`src/rtl/stopwatch_counter_if.sv`:
```
// stopwatch_counter_if: control inputs and display/status outputs of the stopwatch engine
//   run, lap, clear            : asynchronous switch/button levels into the engine
//   digit0..digit3, dp_n       : BCD digits and active-low decimal-point mask
//   holding, tick, wrap        : lap-freeze flag, count pulse, rollover pulse
interface stopwatch_counter_if;
  logic run;
  logic lap;
  logic clear;
  logic [3:0] digit0;
  logic [3:0] digit1;
  logic [3:0] digit2;
  logic [3:0] digit3;
  logic [3:0] dp_n;
  logic holding;
  logic tick;
  logic wrap;
  modport master (
    output run, lap, clear,
    input digit0, digit1, digit2, digit3, dp_n, holding, tick, wrap
  );
  modport slave (
    input run, lap, clear,
    output digit0, digit1, digit2, digit3, dp_n, holding, tick, wrap
  );
endinterface

```
`src/rtl/stopwatch_counter.sv`:
```
// stopwatch_counter: M:SS.t BCD stopwatch engine with run/stop, lap freeze and clear
//   clk   : system clock, rising edge
//   reset : asynchronous active-high, clears all state
//   bus   : slave side of stopwatch_counter_if (run/lap/clear in, digits/dp_n/holding/tick/wrap out)
module stopwatch_counter #(
  parameter int CLK_HZ = 100_000_000,
  parameter int TICK_HZ = 10,
  parameter int SYNC_STAGES = 2
) (
  input logic clk,
  input logic reset,
  stopwatch_counter_if.slave bus
);
  localparam int PRESCALE = CLK_HZ / TICK_HZ;
  localparam int PW = $clog2(PRESCALE);
  localparam logic [PW-1:0] PMAX = PW'(PRESCALE - 1);
  typedef enum logic [1:0] {STOPPED, RUNNING, LAP} state_t;
  state_t state, state_next;
  logic [SYNC_STAGES-1:0] run_q, lap_q, clear_q;
  logic lap_d, run_s, lap_s, clear_s, lap_rise;
  logic [PW-1:0] pre;
  logic [15:0] cnt, lap_r, nxt;
  logic active, inc, zero, k1, k2, k3, wrap_now, tick_r, wrap_r;
  assign run_s = run_q[SYNC_STAGES-1];
  assign lap_s = lap_q[SYNC_STAGES-1];
  assign clear_s = clear_q[SYNC_STAGES-1];
  assign lap_rise = lap_s & ~lap_d;
  assign active = state != STOPPED;
  assign inc = active && pre == PMAX;
  assign zero = state == STOPPED && clear_s;
  always_ff @(posedge clk or posedge reset) begin
    if (reset) begin
      run_q <= '0;
      lap_q <= '0;
      clear_q <= '0;
      lap_d <= 1'b0;
    end else begin
      run_q <= {run_q[SYNC_STAGES-2:0], bus.run};
      lap_q <= {lap_q[SYNC_STAGES-2:0], bus.lap};
      clear_q <= {clear_q[SYNC_STAGES-2:0], bus.clear};
      lap_d <= lap_s;
    end
  end
  always_ff @(posedge clk or posedge reset) begin
    if (reset) state <= STOPPED;
    else state <= state_next;
  end
  // Dropping run outranks a simultaneous lap edge.
  always_comb begin
    state_next = !run_s ? STOPPED :
                 state == STOPPED ? RUNNING :
                 lap_rise ? (state == RUNNING ? LAP : RUNNING) : state;
  end
  // Ripple carry across the BCD digits; digit2 rolls at 5 for seconds tens.
  always_comb begin
    k1 = cnt[3:0] == 4'd9;
    k2 = k1 && cnt[7:4] == 4'd9;
    k3 = k2 && cnt[11:8] == 4'd5;
    wrap_now = k3 && cnt[15:12] == 4'd9;
    nxt[3:0] = k1 ? 4'd0 : cnt[3:0] + 4'd1;
    nxt[7:4] = !k1 ? cnt[7:4] : k2 ? 4'd0 : cnt[7:4] + 4'd1;
    nxt[11:8] = !k2 ? cnt[11:8] : k3 ? 4'd0 : cnt[11:8] + 4'd1;
    nxt[15:12] = !k3 ? cnt[15:12] : wrap_now ? 4'd0 : cnt[15:12] + 4'd1;
  end
  // Prescaler only advances while counting, so a pause resumes mid-interval.
  always_ff @(posedge clk or posedge reset) begin
    if (reset) begin
      pre <= '0;
      cnt <= '0;
      tick_r <= 1'b0;
      wrap_r <= 1'b0;
    end else begin
      tick_r <= inc;
      wrap_r <= inc && wrap_now;
      if (zero) begin
        pre <= '0;
        cnt <= '0;
      end else if (active) begin
        pre <= inc ? '0 : pre + 1'b1;
        if (inc) cnt <= nxt;
      end
    end
  end
  always_ff @(posedge clk or posedge reset) begin
    if (reset) lap_r <= '0;
    else if (state_next == LAP && state != LAP) lap_r <= cnt;
  end
  always_comb begin
    {bus.digit3, bus.digit2, bus.digit1, bus.digit0} = state == LAP ? lap_r : cnt;
    bus.holding = state == LAP;
  end
  assign bus.tick = tick_r;
  assign bus.wrap = wrap_r;
  assign bus.dp_n = 4'b1101;
endmodule

```
`src/flat_wrapper.sv`:
```
// flat-port wrapper written by rule: the top's interface ports become plain ports
module stopwatch_counter_flat 
#(
  parameter int CLK_HZ = 100_000_000,
  parameter int TICK_HZ = 10,
  parameter int SYNC_STAGES = 2
)
  (clk, reset, bus_run, bus_lap, bus_clear, bus_digit0, bus_digit1, bus_digit2, bus_digit3, bus_dp_n, bus_holding, bus_tick, bus_wrap);
  stopwatch_counter_if bus_i ();
  input logic clk;
  input logic reset;
  input wire logic [$bits(bus_i.run)-1:0] bus_run;
  input wire logic [$bits(bus_i.lap)-1:0] bus_lap;
  input wire logic [$bits(bus_i.clear)-1:0] bus_clear;
  output wire logic [$bits(bus_i.digit0)-1:0] bus_digit0;
  output wire logic [$bits(bus_i.digit1)-1:0] bus_digit1;
  output wire logic [$bits(bus_i.digit2)-1:0] bus_digit2;
  output wire logic [$bits(bus_i.digit3)-1:0] bus_digit3;
  output wire logic [$bits(bus_i.dp_n)-1:0] bus_dp_n;
  output wire logic [$bits(bus_i.holding)-1:0] bus_holding;
  output wire logic [$bits(bus_i.tick)-1:0] bus_tick;
  output wire logic [$bits(bus_i.wrap)-1:0] bus_wrap;
  assign bus_i.run = bus_run;
  assign bus_i.lap = bus_lap;
  assign bus_i.clear = bus_clear;
  assign bus_digit0 = bus_i.digit0;
  assign bus_digit1 = bus_i.digit1;
  assign bus_digit2 = bus_i.digit2;
  assign bus_digit3 = bus_i.digit3;
  assign bus_dp_n = bus_i.dp_n;
  assign bus_holding = bus_i.holding;
  assign bus_tick = bus_i.tick;
  assign bus_wrap = bus_i.wrap;
  stopwatch_counter #(.CLK_HZ(CLK_HZ), .TICK_HZ(TICK_HZ), .SYNC_STAGES(SYNC_STAGES)) u_core (.clk(clk), .reset(reset), .bus(bus_i));
endmodule
```
`config.mk`:
```
export PLATFORM = sky130hd
export DESIGN_NAME = stopwatch_counter_flat
export DESIGN_NICKNAME = d
export VERILOG_FILES = /design/src/rtl/stopwatch_counter_if.sv /design/src/rtl/stopwatch_counter.sv /design/src/flat_wrapper.sv
export SDC_FILE = /design/constraint.sdc
export NUM_CORES = 1
export LEC_CHECK = 0
export ABC_CLOCK_PERIOD_IN_PS = 2210
export CAP_MARGIN = 20
export CORE_MARGIN = 5
export CORE_UTILIZATION = 45
export DETAILED_ROUTE_END_ITERATION = 6
export PLACE_DENSITY = 0.67
export SYNTH_ARGS = -nofsm -noshare
export SYNTH_HDL_FRONTEND = slang
export SYNTH_SLANG_ARGS = --single-unit
```
`constraint.sdc`:
```
create_clock -name clk -period 2.21 [get_ports clk]
set_input_delay 0.442 -clock clk [delete_from_list [all_inputs] [get_ports clk]]
set_output_delay 0.442 -clock clk [all_outputs]
set_load 0.01 [all_outputs]
```
### After elaboration in Yosys (flattened, before gate mapping)

Cells that the tools add are included.

* output and inout port bits: 23
* memories kept: 0
* memory bits (read-only): 0
* register bits: 67
* logic and storage cells: 65
* input port bits: 5
* bits in latches: 0
* bits in writable memories: 0

* multiplexer cells: 18
* multipliers: 0
* bitwise operators: 2
* shift operators: 0
* equality and inequality tests: 9
* magnitude comparators: 0
* divide/modulo/power cells: 0
* reductions and logical operators: 18
* $add $sub $neg: 5

Operators by type and width (count)
* $mux W24: 3
* $mux W16: 4
* $mux W4: 7
* $add A24 B1 Y24 const B: 1
* $eq A24 B24 Y1 const B: 1
* $add A4 B1 Y4 const B: 4
* $eq A4 B4 Y1 const B: 3
* $reduce_bool A2 Y1: 6
* $reduce_and A3 Y1: 3
* $mux W2: 4
* $logic_and A1 B1 Y1: 7
* $eq A2 B2 Y1 const B: 2
* $eq A4 B3 Y1 const B: 1
* $eq A2 B1 Y1 const B: 1
* $logic_not A2 Y1: 1
* $ne A2 B2 Y1 const B: 1
* $reduce_and A2 Y1: 1
* $and A1 B1 Y1: 1
* $not A1 Y1: 1

### Depth between registers and ports, before layout

* depth after elaboration: 9
* depth in mapped cells: 8
* gate-level depth less buffers: 7

### Least setup slack after synthesis

No wires, ideal clock.

* path type: register -> register
* from: reg u_core.pre[13]
* to: reg u_core.cnt[4]
* buffers on the path: 1
* arrival: 1864 ps
* stages on the path, launching flop included: 7
* library setup time: 125 ps
* required time: 2085 ps
* period minus slack after synthesis: 1988 ps
* slack: 222 ps
* path through: dfrtp_1 or4b_1 nor4_2 nand3_1 buf_6 o21ai_1 mux2_2

* cells in the longest elaborated chain, start to end: 4

RTL lines
* start, declared: RTL line stopwatch_counter.sv:21 `logic [PW-1:0] pre;`
* start signal, assigned: RTL line stopwatch_counter.sv:79 `pre <= inc ? '0 : pre + 1'b1;`
* $eq A24 B24 Y1: RTL line stopwatch_counter.sv:29 `assign inc = active && pre == PMAX;`
* $logic_and A1 B1 Y1: RTL line stopwatch_counter.sv:29
* $reduce_bool A2 Y1 (no source line)
* $reduce_and A3 Y1 (no source line)
* end signal, assigned: RTL line stopwatch_counter.sv:80 `if (inc) cnt <= nxt;`
* end, declared: RTL line stopwatch_counter.sv:22 `logic [15:0] cnt, lap_r, nxt;`

Every way passes these cells.
A chain may end at the register's enable or synchronous reset.

### Worst setup path after layout

* from: reg u_core.state[1]
* to: out bus_digit3[3]

* cells in the longest elaborated chain, start to end: 2

RTL lines
* start, declared: RTL line stopwatch_counter.sv:18 `state_t state, state_next;`
* start signal, assigned: RTL line stopwatch_counter.sv:46 `else state <= state_next;`
* $eq A2 B2 Y1: RTL line stopwatch_counter.sv:89 `{bus.digit3, bus.digit2, bus.digit1, bus.digit0} = state == LAP ? lap_r : cnt;`
* $mux W16: RTL line stopwatch_counter.sv:89
* end, declared: RTL line flat_wrapper.sv:18 `output wire logic [$bits(bus_i.digit3)-1:0] bus_digit3;`

Every way passes these cells.

==> out/results.ini <==
[synth]
synth_area_leaders = dfrtp_1 (49%), mux2_2 (9.6%), xor2_1 (4.4%)
synth_compound_area_share_pct = 9.60
synthSimpleGateAreaFrac_pct = 18.1
synth_top_area_share_pct = 49.5
synth_top_family_by_area = simple AND/OR/NAND/NOR gates
syn_area_um2 = 3390
synthMuxAreaShare_pct = 9.63
synthXorXnorAreaFrac_pct = 5.17
synthFlopType = dfrtp_1
synth.avg_cell_area_um2 = 10.3
synth_edf_count = 0
synth-async-reset-ratio_pct = 100
synth_seq_cells = 67
synth.distinct_cells = 51
synthAdderAreaFrac_pct = 3.32
ys_warn_count = 0
synth.largest_area_cell = dfrtp_1
syn_inst = 330
yosysSeqAreaShare_pct = 49.5

[global_route]
grt_max_degree = 68
grt_overflow = 0
grt_pass1_vias = 2582
grt_antenna_before_repair = 0
use_met1_pct = 23.0
grt_pass1_wl_mm = 12.5
grt_usage_pct = 16.3
grtUsageMet3_pct = 2.88
grt_use_met2_pct = 24.0
grt.busiest_layer = met2

[critical_path]
crit_arrival_ns = 1.72
startpoint_type = flop
setup.worst_path.class = flop to primary output
crit_slowest_cell = dfrtp_1
cp_max_fo = 7
path_cells = nor2b_4, buf_4, clkbuf_16, o21ai_0, clkdlybuf4s15_1
cpPeakStageDelay_ns = 0.42
cp-end-kind = primary output
worst_ep_required_time_ns = 1.77

[timing]
fmax_mhz = 463
setup_tns_ns = 0
fin_crit_sh_pct = 97.8
rsz0062_at_grt = yes
drv_slew = 0
final_hold_viol_count = 0
fin_skew_ns = 0.00948
max_slew_margin_pct = 59.1
min_period_ns = 2.16
tightest_slew_ns = 0.605
setup_viol = 0

[cts]
clkSinkCount = 67
cts_buffers = 9
cts_tree = built
htreeDepth = 3
clk_pin_slew_worst_paths_ns = 0.07
clock_path_buffers = 2
cts-root-buf = clkbuf_8
cts_hold_buf = 0
clk_latency_ns = 0.33

[routing]
antenna_left = 0
routed_via_density = 5.28
dr.pass1.iters = 4
wl_per_cell_um = 14.9
drc_errors = 0
route.vias.total = 2584
drt_iter0_markers = 109
routed_wirelength_mm = 7.26

[floorplan]
fp-row-count = 31
start_util_pct = 46.5
die_height_um = 96.8
die_x_um = 96.8
fp.dieArea_um2 = 9370
boundaryPins = 28
coreArea_um2 = 7290

[layout]
fin_cells = 489
mostFrequentLayoutCell = dfrtp_1
fin_util_pct = 57.7
diodes = 0
drive_gt1_share_pct = 23.8
area_delta_synth_final_pct = 24.1
final_net_count = 399
mostFrequentLayoutCells = dfrtp_1 (66), nor2_1 (30), mux2_2 (29), buf_4 (29), nand3_1 (26)
stdcell_area_um2 = 4210

[place]
portBuffers = 23
dp_hpwl_mm = 4.90
gp_congestion = 0.904
dp.cells = 466
dpl_cell_area_um2 = 3920

[power]
total_power_mw = 2.97
irDropWorstVdd_mv = 0.537
power.leakage_nw = 1.93
p_per_area_nw_per_um2 = 705

[job]
drv_cap = 0

[hold_path]
hold_class = flop to flop

[run_status]
status = completed

-- through the flow --
step	setup slack, ns	hold slack, ns
after floorplan	0.0848	0.331
after global placement	-0.0435	0.335
after detailed placement	-0.00365	0.338
after CTS	0.0274	0.353
after global routing	-0.0219	0.369
final	0.0484	0.350
-- critical path, delay by kind of cell, from the launching register on --
family / cells / cell delay [ns]
and+or+nand+nor: 1 / 0.16
DFF: 1 / 0.42
AOI/OAI and AO/OA: 1 / 0.22
buffers and inverters: 3 / 0.60
-- power by group --
part	switching, mW	internal (mW)
sequential	0.107	1.35
combinational	0.257	0.265
clock	0.437	0.553
-- state kept, by name, indices dropped and copies added, names as in the netlist, 2 cells and up --
name,count
u_core.pre,24
u_core.cnt,16
u_core.lap_r,16
u_core.clear_q,2
u_core.lap_q,2
u_core.run_q,2
u_core.state,2
-- final timing paths --
check | slack [ns] | depth (start not counted) | to | startpoint
worst max-delay path | 0.05 | 5 | bus_digit3[3] | u_core.state[1]$_DFF_PP0_
worst min-delay path | 0.35 | 0 | u_core.clear_q[1]$_DFF_PP0_ | u_core.clear_q[0]$_DFF_PP0_
worst max register to register | 0.10 | 6 | u_core.cnt[15]$_DFFE_PP0P_ | u_core.pre[14]$_DFFE_PP0P_
worst min register to register | 0.35 | 0 | u_core.clear_q[1]$_DFF_PP0_ | u_core.clear_q[0]$_DFF_PP0_
max in group asynchronous | 1.43 | 3 | u_core.lap_r[15]$_DFFE_PP0P_ | reset
min in group asynchronous | 0.50 | 3 | u_core.pre[20]$_DFFE_PP0P_ | reset
-- cell families (layout without fill, tap and decap cells) --
kind of cell             count (synthesis)  in the layout
AO/OA/AOI/OAI                           50             50
AND/OR/NAND/NOR                        119            119
buffers and inverters                   34             92
XOR/XNOR                                20             20
other                                    2              4
adder cells (fa/ha/maj)                  9              9
multiplexers                            29             29
flip-flops                              67             67
-- what timing repair did --
item | CTS | global route
endpoints found under the setup margin | 18 | 19
gates resized for setup | 21 | 16
buffers inserted | 1 | 5
gates cloned | 0 | 1
-- cells in the mapped netlist (3+ instances only) --
cell and count:
buf_2 3, and3_1 4, clkbuf_1 7, a21oi_1 8, ha_1 9, inv_1 17, nor2_1 31, o32ai_1 3
xor2_1 17, nand3b_1 4, a31oi_1 4, o21ai_0 15, nand3_1 27, buf_4 4, nor3_1 5, mux2_2 29
nand4_1 5, xnor2_1 3, nor4_1 5, dfrtp_1 67, nand2_1 22
-- layout make-up --
| type | count | area (um2) |
|---|---|---|
| clock buffer | 14 | 153 |
| multi-input combinational | 231 | 1600 |
| fill | 645 | 3080 |
| sequential | 67 | 1680 |
| timing repair buffer | 58 | 547 |
| inverter | 18 | 67.6 |
| clock inverter | 2 | 35.0 |
| tap | 99 | 124 |
-- metal layers --
layer	wire length [um]	up-vias	share of wire, %
li1	-	1261	-
met1	3530	1266	49
met2	3340	48	46
met3	260	9	3.6
met4	140	0	1.9
met5	0	-	0
Power figures use the tool's default switching activity.
